File: src/rtl/h80cpu_uart_tx_pkg.sv
// Shared CPU bus types, UART register map and status bit positions.
package h80cpu_uart_tx_pkg;

  localparam int unsigned BUS_ADDR_W  = 16;
  localparam int unsigned BUS_DATA_W  = 16;
  localparam int unsigned BUS_CMD_W   = 2;
  localparam int unsigned UART_BYTE_W = 8;

  typedef logic [BUS_ADDR_W-1:0] bus_addr_t;
  typedef logic [BUS_DATA_W-1:0] bus_data_t;
  typedef logic [BUS_CMD_W-1:0]  bus_cmd_t;

  localparam bus_cmd_t bus_cmd_idle_b  = 2'd0;
  localparam bus_cmd_t bus_cmd_read_b  = 2'd1;
  localparam bus_cmd_t bus_cmd_write_b = 2'd2;

  localparam bus_addr_t UART_TX_DATA_ADDR = 16'h0000;
  localparam bus_addr_t UART_STATUS_ADDR  = 16'h0001;

  localparam int unsigned UART_STAT_FULL_BIT  = 0;
  localparam int unsigned UART_STAT_EMPTY_BIT = 1;
  localparam int unsigned UART_STAT_BUSY_BIT  = 2;

  // Status register word as seen on the bus.
  function automatic bus_data_t uart_status(input logic busy, input logic empty,
                                            input logic full);
    bus_data_t w;
    w = '0;
    w[UART_STAT_BUSY_BIT]  = busy;
    w[UART_STAT_EMPTY_BIT] = empty;
    w[UART_STAT_FULL_BIT]  = full;
    return w;
  endfunction

endpackage

File: src/rtl/h80cpu_uart_fifo.sv
// Transmit byte FIFO, power-of-two depth, show-ahead read port.
module h80cpu_uart_fifo
  import h80cpu_uart_tx_pkg::*;
#(
  parameter int unsigned DEPTH = 16
) (
  input  logic                   sysclk,
  input  logic                   reset,
  input  logic                   push,
  input  logic                   pop,
  input  logic [UART_BYTE_W-1:0] din,
  output logic [UART_BYTE_W-1:0] dout,
  output logic                   full,
  output logic                   empty
);

  localparam int unsigned AW = $clog2(DEPTH);
  localparam int unsigned CW = AW + 1;

  logic [UART_BYTE_W-1:0] mem [DEPTH];
  logic [AW-1:0]          wr_ptr;
  logic [AW-1:0]          rd_ptr;
  logic [CW-1:0]          count;
  logic                   do_push;
  logic                   do_pop;

  assign full    = (count == CW'(DEPTH));
  assign empty   = (count == '0);
  assign do_push = push & ~full;
  assign do_pop  = pop & ~empty;
  assign dout    = mem[rd_ptr];

  // Pointers wrap naturally because DEPTH is a power of two.
  always_ff @(posedge sysclk) begin
    if (reset) begin
      wr_ptr <= '0;
      rd_ptr <= '0;
      count  <= '0;
    end else begin
      if (do_push) wr_ptr <= wr_ptr + AW'(1);
      if (do_pop)  rd_ptr <= rd_ptr + AW'(1);
      count <= count + CW'(do_push) - CW'(do_pop);
    end
  end

  always_ff @(posedge sysclk) begin
    if (do_push) mem[wr_ptr] <= din;
  end

endmodule

File: src/rtl/h80cpu_uart_tx.sv
// CPU-bus UART transmitter (8N1) with transmit queue.
// H80CPU_UART_TX_FIFO_EN selects the FIFO_DEPTH FIFO; otherwise a single holding register.
module h80cpu_uart_tx
  import h80cpu_uart_tx_pkg::*;
#(
  parameter int unsigned CLK_HZ     = 27000000,
  parameter int unsigned BAUD       = 115200,
  parameter int unsigned FIFO_DEPTH = 16
) (
  input  logic      sysclk,
  input  logic      reset,
  input  logic      clk,
  input  bus_addr_t addr,
  input  bus_cmd_t  cmd,
  input  logic      run,
  input  bus_data_t wr_data,
  output bus_data_t rd_data,
  output logic      done,
  output logic      uart_txp
);

  localparam int unsigned DIV   = CLK_HZ / BAUD;
  localparam int unsigned CNT_W = (DIV > 1) ? $clog2(DIV) : 1;

  localparam logic [1:0] ST_IDLE  = 2'd0;
  localparam logic [1:0] ST_START = 2'd1;
  localparam logic [1:0] ST_DATA  = 2'd2;
  localparam logic [1:0] ST_STOP  = 2'd3;

  logic                   prev_clk;
  logic                   bus_event_c;
  logic                   pending_c;
  logic                   is_wr_c;
  logic                   is_stat_c;
  logic                   push_c;
  logic                   pop_c;
  logic                   fifo_full;
  logic                   fifo_empty;
  logic [UART_BYTE_W-1:0] fifo_dout;
  logic                   tx_busy;
  logic                   unused_wr_hi;

  logic [1:0]             state,  state_n;
  logic [CNT_W-1:0]       cnt,    cnt_n;
  logic [2:0]             bit_idx, bit_idx_n;
  logic [UART_BYTE_W-1:0] shreg,  shreg_n;
  logic                   txp_n;
  logic                   tick_c;

  assign unused_wr_hi = ^wr_data[BUS_DATA_W-1:UART_BYTE_W];

  assign bus_event_c = ~prev_clk & clk;
  assign pending_c   = run ^ done;
  assign is_wr_c     = (cmd == bus_cmd_write_b) && (addr == UART_TX_DATA_ADDR);
  assign is_stat_c   = (cmd == bus_cmd_read_b) && (addr == UART_STATUS_ADDR);
  assign push_c      = bus_event_c & pending_c & is_wr_c & ~fifo_full;
  assign tx_busy     = (state != ST_IDLE);

  // Bus handshake: a full queue leaves a write pending so it retries on later bus events.
  always_ff @(posedge sysclk) begin
    if (reset) begin
      prev_clk <= clk;
      done     <= 1'b0;
      rd_data  <= '0;
    end else begin
      prev_clk <= clk;
      if (bus_event_c && pending_c) begin
        if (is_wr_c) begin
          if (!fifo_full) done <= ~done;
        end else if (is_stat_c) begin
          rd_data <= uart_status(tx_busy, fifo_empty, fifo_full);
          done    <= ~done;
        end else begin
          rd_data <= '0;
          done    <= ~done;
        end
      end
    end
  end

`ifdef H80CPU_UART_TX_FIFO_EN
  h80cpu_uart_fifo #(
    .DEPTH(FIFO_DEPTH)
  ) u_fifo (
    .sysclk(sysclk),
    .reset (reset),
    .push  (push_c),
    .pop   (pop_c),
    .din   (wr_data[UART_BYTE_W-1:0]),
    .dout  (fifo_dout),
    .full  (fifo_full),
    .empty (fifo_empty)
  );
`else
  // Depth has no meaning for a single holding register.
  localparam int unsigned unused_fifo_depth = FIFO_DEPTH;

  logic                   hold_valid;
  logic [UART_BYTE_W-1:0] hold_data;

  assign fifo_full  = hold_valid;
  assign fifo_empty = ~hold_valid;
  assign fifo_dout  = hold_data;

  always_ff @(posedge sysclk) begin
    if (reset) begin
      hold_valid <= 1'b0;
      hold_data  <= '0;
    end else if (push_c) begin
      hold_valid <= 1'b1;
      hold_data  <= wr_data[UART_BYTE_W-1:0];
    end else if (pop_c) begin
      hold_valid <= 1'b0;
    end
  end
`endif

  assign tick_c = (cnt == CNT_W'(DIV - 1));

  always_ff @(posedge sysclk) begin
    if (reset) begin
      state    <= ST_IDLE;
      cnt      <= '0;
      bit_idx  <= '0;
      shreg    <= '0;
      uart_txp <= 1'b1;
    end else begin
      state    <= state_n;
      cnt      <= cnt_n;
      bit_idx  <= bit_idx_n;
      shreg    <= shreg_n;
      uart_txp <= txp_n;
    end
  end

  // Frame sequencing; STOP chains straight into START when another byte is queued.
  always_comb begin
    state_n   = state;
    cnt_n     = tick_c ? '0 : cnt + CNT_W'(1);
    bit_idx_n = bit_idx;
    shreg_n   = shreg;
    txp_n     = uart_txp;
    pop_c     = 1'b0;
    case (state)
      ST_IDLE: begin
        cnt_n = '0;
        if (!fifo_empty) begin
          pop_c   = 1'b1;
          shreg_n = fifo_dout;
          state_n = ST_START;
          txp_n   = 1'b0;
        end
      end
      ST_START: begin
        if (tick_c) begin
          state_n   = ST_DATA;
          bit_idx_n = '0;
          txp_n     = shreg[0];
          shreg_n   = shreg >> 1;
        end
      end
      ST_DATA: begin
        if (tick_c) begin
          if (bit_idx == 3'd7) begin
            state_n = ST_STOP;
            txp_n   = 1'b1;
          end else begin
            bit_idx_n = bit_idx + 3'd1;
            txp_n     = shreg[0];
            shreg_n   = shreg >> 1;
          end
        end
      end
      default: begin
        if (tick_c) begin
          if (!fifo_empty) begin
            pop_c   = 1'b1;
            shreg_n = fifo_dout;
            state_n = ST_START;
            txp_n   = 1'b0;
          end else begin
            state_n = ST_IDLE;
          end
        end
      end
    endcase
  end

endmodule

File: config.mk
export PLATFORM = sky130hd
export DESIGN_NAME = h80cpu_uart_tx
export DESIGN_NICKNAME = d
export VERILOG_FILES = /design/src/rtl/h80cpu_uart_tx_pkg.sv /design/src/rtl/h80cpu_uart_fifo.sv /design/src/rtl/h80cpu_uart_tx.sv
export SDC_FILE = /design/constraint.sdc
export NUM_CORES = 1
export LEC_CHECK = 0
export BUFFER_PORTS_ARGS = -buffer_cell sky130_fd_sc_hd__buf_2
export CAP_MARGIN = 25
export CORE_UTILIZATION = 48
export CTS_BUF_LIST = sky130_fd_sc_hd__clkbuf_8
export CTS_CLUSTER_DIAMETER = 50
export DETAILED_ROUTE_END_ITERATION = 16
export GPL_TIMING_DRIVEN = 0
export PLACE_DENSITY_LB_ADDON = 0.3
export SYNTH_ARGS = -nofsm -noshare
export SYNTH_HDL_FRONTEND = slang
export SYNTH_SLANG_ARGS = --single-unit
export TNS_END_PERCENT = 20
File: constraint.sdc
create_clock -name sysclk -period 1.6 [get_ports sysclk]
set_input_delay 0.08 -clock sysclk [delete_from_list [all_inputs] [get_ports sysclk]]
set_output_delay 0.08 -clock sysclk [all_outputs]
set_load 0.01 [all_outputs]
**After elaboration in Yosys (flattened, before gate mapping)**

Cells that the tools add are included.

- Add/subtract/negate cells: 2
- Bitwise operators: 9
- Reduce and logical (&&, ||, !) cells: 17
- Equal/unequal tests: 13
- Mux-type cells: 31

Operators by type and width:

| cell | number |
|---|---|
| $mux 8 | 5 |
| $pmux 8 s3 | 1 |
| $eq 16x1->1 const B | 1 |
| $logic_not 16->1 | 1 |
| $mux 1 | 12 |
| $mux 3 | 4 |
| $ne 2x2->1 const B | 6 |
| $mux 2 | 5 |
| $add 8x1->8 const B | 1 |
| $eq 8x8->1 const B | 1 |
| $reduce_and 4->1 | 2 |
| $reduce_bool 2->1 | 4 |
| $pmux 2 s3 | 1 |
| $pmux 3 s2 | 1 |
| $reduce_and 5->1 | 1 |
| $and 1x1->1 | 4 |
| $eq 2x1->1 const B | 2 |
| $eq 2x2->1 const B | 2 |
| $not 1->1 | 4 |
| $reduce_and 2->1 | 2 |
| $add 3x1->3 const B | 1 |
| $eq 3x3->1 const B | 1 |
| $logic_and 1x1->1 | 3 |
| $pmux 1 s3 | 1 |
| other kinds (6) | 6 |

- Flip-flop bits (word level): 49
- Input port bits: 38
- Word-level logic and storage cells: 82
- Output and inout bits: 18

**Longest topological paths before layout**

- Depth in word-level cells: 6
- Gate-level depth with buffers: 7
- Mapped depth without buffers: 6

**Worst setup path before layout**

Ideal clock, no wire load.

- Kind: input port to flip-flop
- Start: input port addr[1]
- End: register done
- Stages: 4
- Setup time: 0.134 ns
- Slack: -0.122 ns
- Required time: 1.466 ns
- Buffers on the path: 0
- Data arrival time: 1.588 ns
- Cells stage by stage: or4_4 -> nor4_4 -> a2111oi_1 -> or4_1

- Longest elaborated chain between the ends: 4
- Elaborated cells between the ends (all ways): 5
- Those cells by class: eq/ne: 1; mux: 1; reduce/logical: 3

Ends and longest elaborated chain:

| what | RTL line | text |
|---|---|---|
| start: declaration | h80cpu_uart_tx.sv:13 | `input bus_addr_t addr,` |
| $logic_not 16->1 (*) | h80cpu_uart_tx.sv:54 | `assign is_wr_c = (cmd == bus_cmd_write_b) && (addr == UART_TX_DATA_ADDR);` |
| $logic_and 1x1->1 (*) | h80cpu_uart_tx.sv:54 |  |
| $ne 2x2->1 (no source line) | n/a |  |
| $reduce_and 2->1 (no source line) | n/a |  |
| end signal: assignment | h80cpu_uart_tx.sv:69 | `if (!fifo_full) done <= ~done;` |
| end signal: assignment | h80cpu_uart_tx.sv:72 | `done <= ~done;` |
| end signal: assignment | h80cpu_uart_tx.sv:75 | `done <= ~done;` |
| end: declaration | h80cpu_uart_tx.sv:18 | `output logic done,` |

Every way passes the cells marked *; elsewhere a longest branch is shown, timed or not.
A chain may end at the register's enable or synchronous reset.

**Final worst setup path**

Ends and elaborated chain as after synthesis.

==> summary.md <==
| Metric | Value |
|---|---|
| Status | `complete, no violations` |
| Setup crit end | `done` |
| Final Util | `64.9%` |
| Overall die width | `65.5 um` |
| Most used DFF post-synth | `dfxtp_1` |
| Fmax | `633 MHz` |
| Max cap viols | `0` |
| Routed WL | `3810 um` |
| Final hold slack | `0.0341 ns` |
| Worst vdd ir | `564 uV` |
| RSZ-0062 raised after global routing | `yes` |
| Placed cell count | `304` |
| Worst Setup Start Kind | `input pin` |
| Crit. End Element | `flop` |
| Post-DP HPWL | `2700 um` |
| Num CTS Buffers | `5` |
| Non-Filler Instances | `314` |
| Depth of the CTS H-tree | `2` |
| Avg Cell Area, Syn | `9.23 um^2` |
| Initial antenna violation count | `0` |
| Drt first-iter violations | `58` |
| Synthesis-to-finish area growth | `26.3%` |
| Total power | `2.33 mW` |
| Clock Skew | `0.00628 ns` |
| Crit Path Class | `input pin to flop` |
| R2R depth | `7` |
| Crit. Startpoint | `addr[1]` |
| First-pass GRT wire length | `6350 um` |
| Vias in the first global route | `1459` |
| Fin crit period | `1.58 ns` |
| Max FO, Critical Path | `5` |
| Max-slew violations | `0` |
| Grt total ovfl | `0` |
| Slew @ Worst Pin | `0.521 ns` |
| GP Congestion | `0.771` |
| Worst-Skew Late Latency | `0.29 ns` |
| Slew HR | `65.2%` |
| Flops & latches, synth | `36` |
| Synth area leader | `dfxtp_1` |
| Async SR Flop Fraction | `0%` |
| Std-Cell Rows | `22` |
| FILL cells | `333` |
| Mapped Cells | `210` |
| Clk Tree Root Cell | `clkbuf_8` |
| Final Cycle Share | `98.8%` |
| Ports | `56` |
| Critical path required time | `1.77 ns` |
| Final setup vio count | `0` |
| Clock Tree Buf Depth | `2` |
| Die Span Y | `65.5 um` |
| Vias | `1621` |
| DR pass1 iterations | `4` |
| Pwr dens | `950 nW/um^2` |
| CTS sink cnt | `36` |
| Die ar. | `4300 um^2` |
| Crit path arrival time | `1.75 ns` |
| Final Net Count | `311` |
| CTS tree | `done` |
| Setup WS pre-CTS | `-0.298 ns` |
| GRT Total Usage | `19.2%` |
| Ant diodes | `0` |
| Worst reg2reg startpoint | `cnt[1]` |
| Netlist Area Pre-Place | `1940 um^2` |
| DRC violations left | `0` |
| CTS clk-pin slew, worst paths | `0.07 ns` |
| P_leak | `0.953 nW` |
| Reg2reg end | `uart_txp` |
| IO buf count | `34` |
| EDFF count, synth | `0` |
| Synth warn | `0` |
| Top cells by area, synth | `dfxtp_1 (37%), mux2i_1 (8.3%), nand2b_1 (5.8%)` |
| Seq/Total Area, Yosys | `37.2%` |
| Largest net degree at the start of global routing | `12` |
| Area share of the largest cell type after synthesis | `37.2%` |
| Vias per std cell | `5.16` |
| Wire length per cell | `12.1 um` |
| Fin. Hold Viols | `0` |
| Core area | `3770 um^2` |
| R2R setup slack | `0.06 ns` |
| Final ANT Viol Nets | `0` |
| Layout cell share with drive strength beyond 1 | `34.6%` |
| Hold Crit Class | `input pin to flop` |
| Worst Setup Slack, final | `0.0196 ns` |
| Netlist cell types | `44` |
| Initial core utilization | `51.4%` |
## cells in the mapped netlist (2+ instances only)
| cell | count |
|---|---|
| inv_1 | 6 |
| a31oi_1 | 2 |
| nand3_1 | 4 |
| nand2b_1 | 18 |
| or3b_2 | 3 |
| o32ai_1 | 2 |
| nor2_1 | 16 |
| ha_1 | 8 |
| buf_4 | 14 |
| mux2i_1 | 16 |
| a311oi_1 | 8 |
| nor3b_1 | 2 |
| a22oi_1 | 3 |
| nor4_1 | 3 |
| xnor2_1 | 3 |
| nand2_1 | 6 |
| or4_4 | 2 |
| nand4b_1 | 2 |
| or4_1 | 2 |
| a21oi_1 | 11 |
| o21ai_0 | 6 |
| dfxtp_1 | 36 |
| xor2_1 | 4 |
| nand4_1 | 3 |
| clkbuf_1 | 8 |
| and3_1 | 3 |
| nor3_1 | 2 |
## timing repair
| item | in CTS | in global routing |
|---|---|---|
| gates cloned | 0 | 0 |
| hold buffers | 1 | 0 |
| setup buffers | 1 | 0 |
| setup endpoints to repair | 12 | 24 |
| endpoints found under the hold margin | 1 | 0 |
| resized for setup | 17 | 20 |
| pin swaps | 2 | 6 |
## how the worst min path moves through the flow
stage	cells past startpoint	endpoint	start
floorplan	0	prev_clk	clk
global placement	1	prev_clk	clk
detailed placement	1	prev_clk	clk
CTS	3	fifo_dout[1]	wr_data[1]
global route	3	fifo_dout[1]	wr_data[1]
finish	3	fifo_dout[1]	wr_data[1]
## registers in the layout (all words and copies together), names as in the netlist
register,cells
prev_clk,1
done,1
state,2
uart_txp,1
shreg,8
bit_idx,3
cnt,8
fifo_dout,8
fifo_full,1
rd_data,3
## critical path, stage by stage
cell       delay [ns]
buf_2            0.10
or4_4            0.56
nor4_4           0.38
a2111oi_1        0.13
or4_1            0.51
## cell usage in the layout (no fill, tap or decap), types with 7 or more instances in the layout
cell      count
mux2i_1      16
dfxtp_1      31
nand2b_1     18
conb_1       13
clkbuf_8      7
buf_4        15
buf_2        34
inv_1         7
a21oi_1      10
nor2_1       15
## per-stage QoR
step	instance area, um^2	TNS [ns]
4_1_cts	2380	-0.0121
6_report	2450	0
3_3_place_gp	2220	-4.14
2_1_floorplan	1990	-0.195
3_5_place_dp	2220	-4.38
5_1_grt	2450	-0.125
## report_power, final
part           internal, mW  switching [mW]  total [mW]
registers             0.968          0.0460        1.01
logic                 0.304           0.337       0.641
clock network         0.343           0.328       0.671
total                  1.62           0.711        2.33
## cells by family after synthesis
group	count (synthesis)	share of synthesized area [%]
compound gates	40	14.3
xor+xnor	7	3.16
fa+ha+maj	8	5.16
buf+inv	28	8.13
flops	36	37.2
mux	16	8.26
other cells	1	0.193
simple gates	74	23.6
## layout make-up
type / count / area, um^2 / share of cell area [%]
clock inverters: 2 / 11.3 / 0.460
multi-input cells: 158 / 1190 / 48.7
plain buffers: 22 / 160 / 6.54
well taps: 48 / 60.1 / 2.45
flip-flops and latches: 36 / 732 / 29.9
inverters: 6 / 22.5 / 0.920
repair buffers: 36 / 188 / 7.66
clock buffers: 6 / 82.6 / 3.37
## per-layer routing
layer | vias to the layer above | GRT usage (%) | part of all wire, %
met5 | - | 0 | 0
met4 | 0 | 7.34 | 2.0
met3 | 9 | 5.38 | 5.5
met2 | 46 | 31.4 | 44
met1 | 723 | 23.6 | 48
li1 | 843 | - | -
No activity file was read; power rests on OpenSTA's default activity.
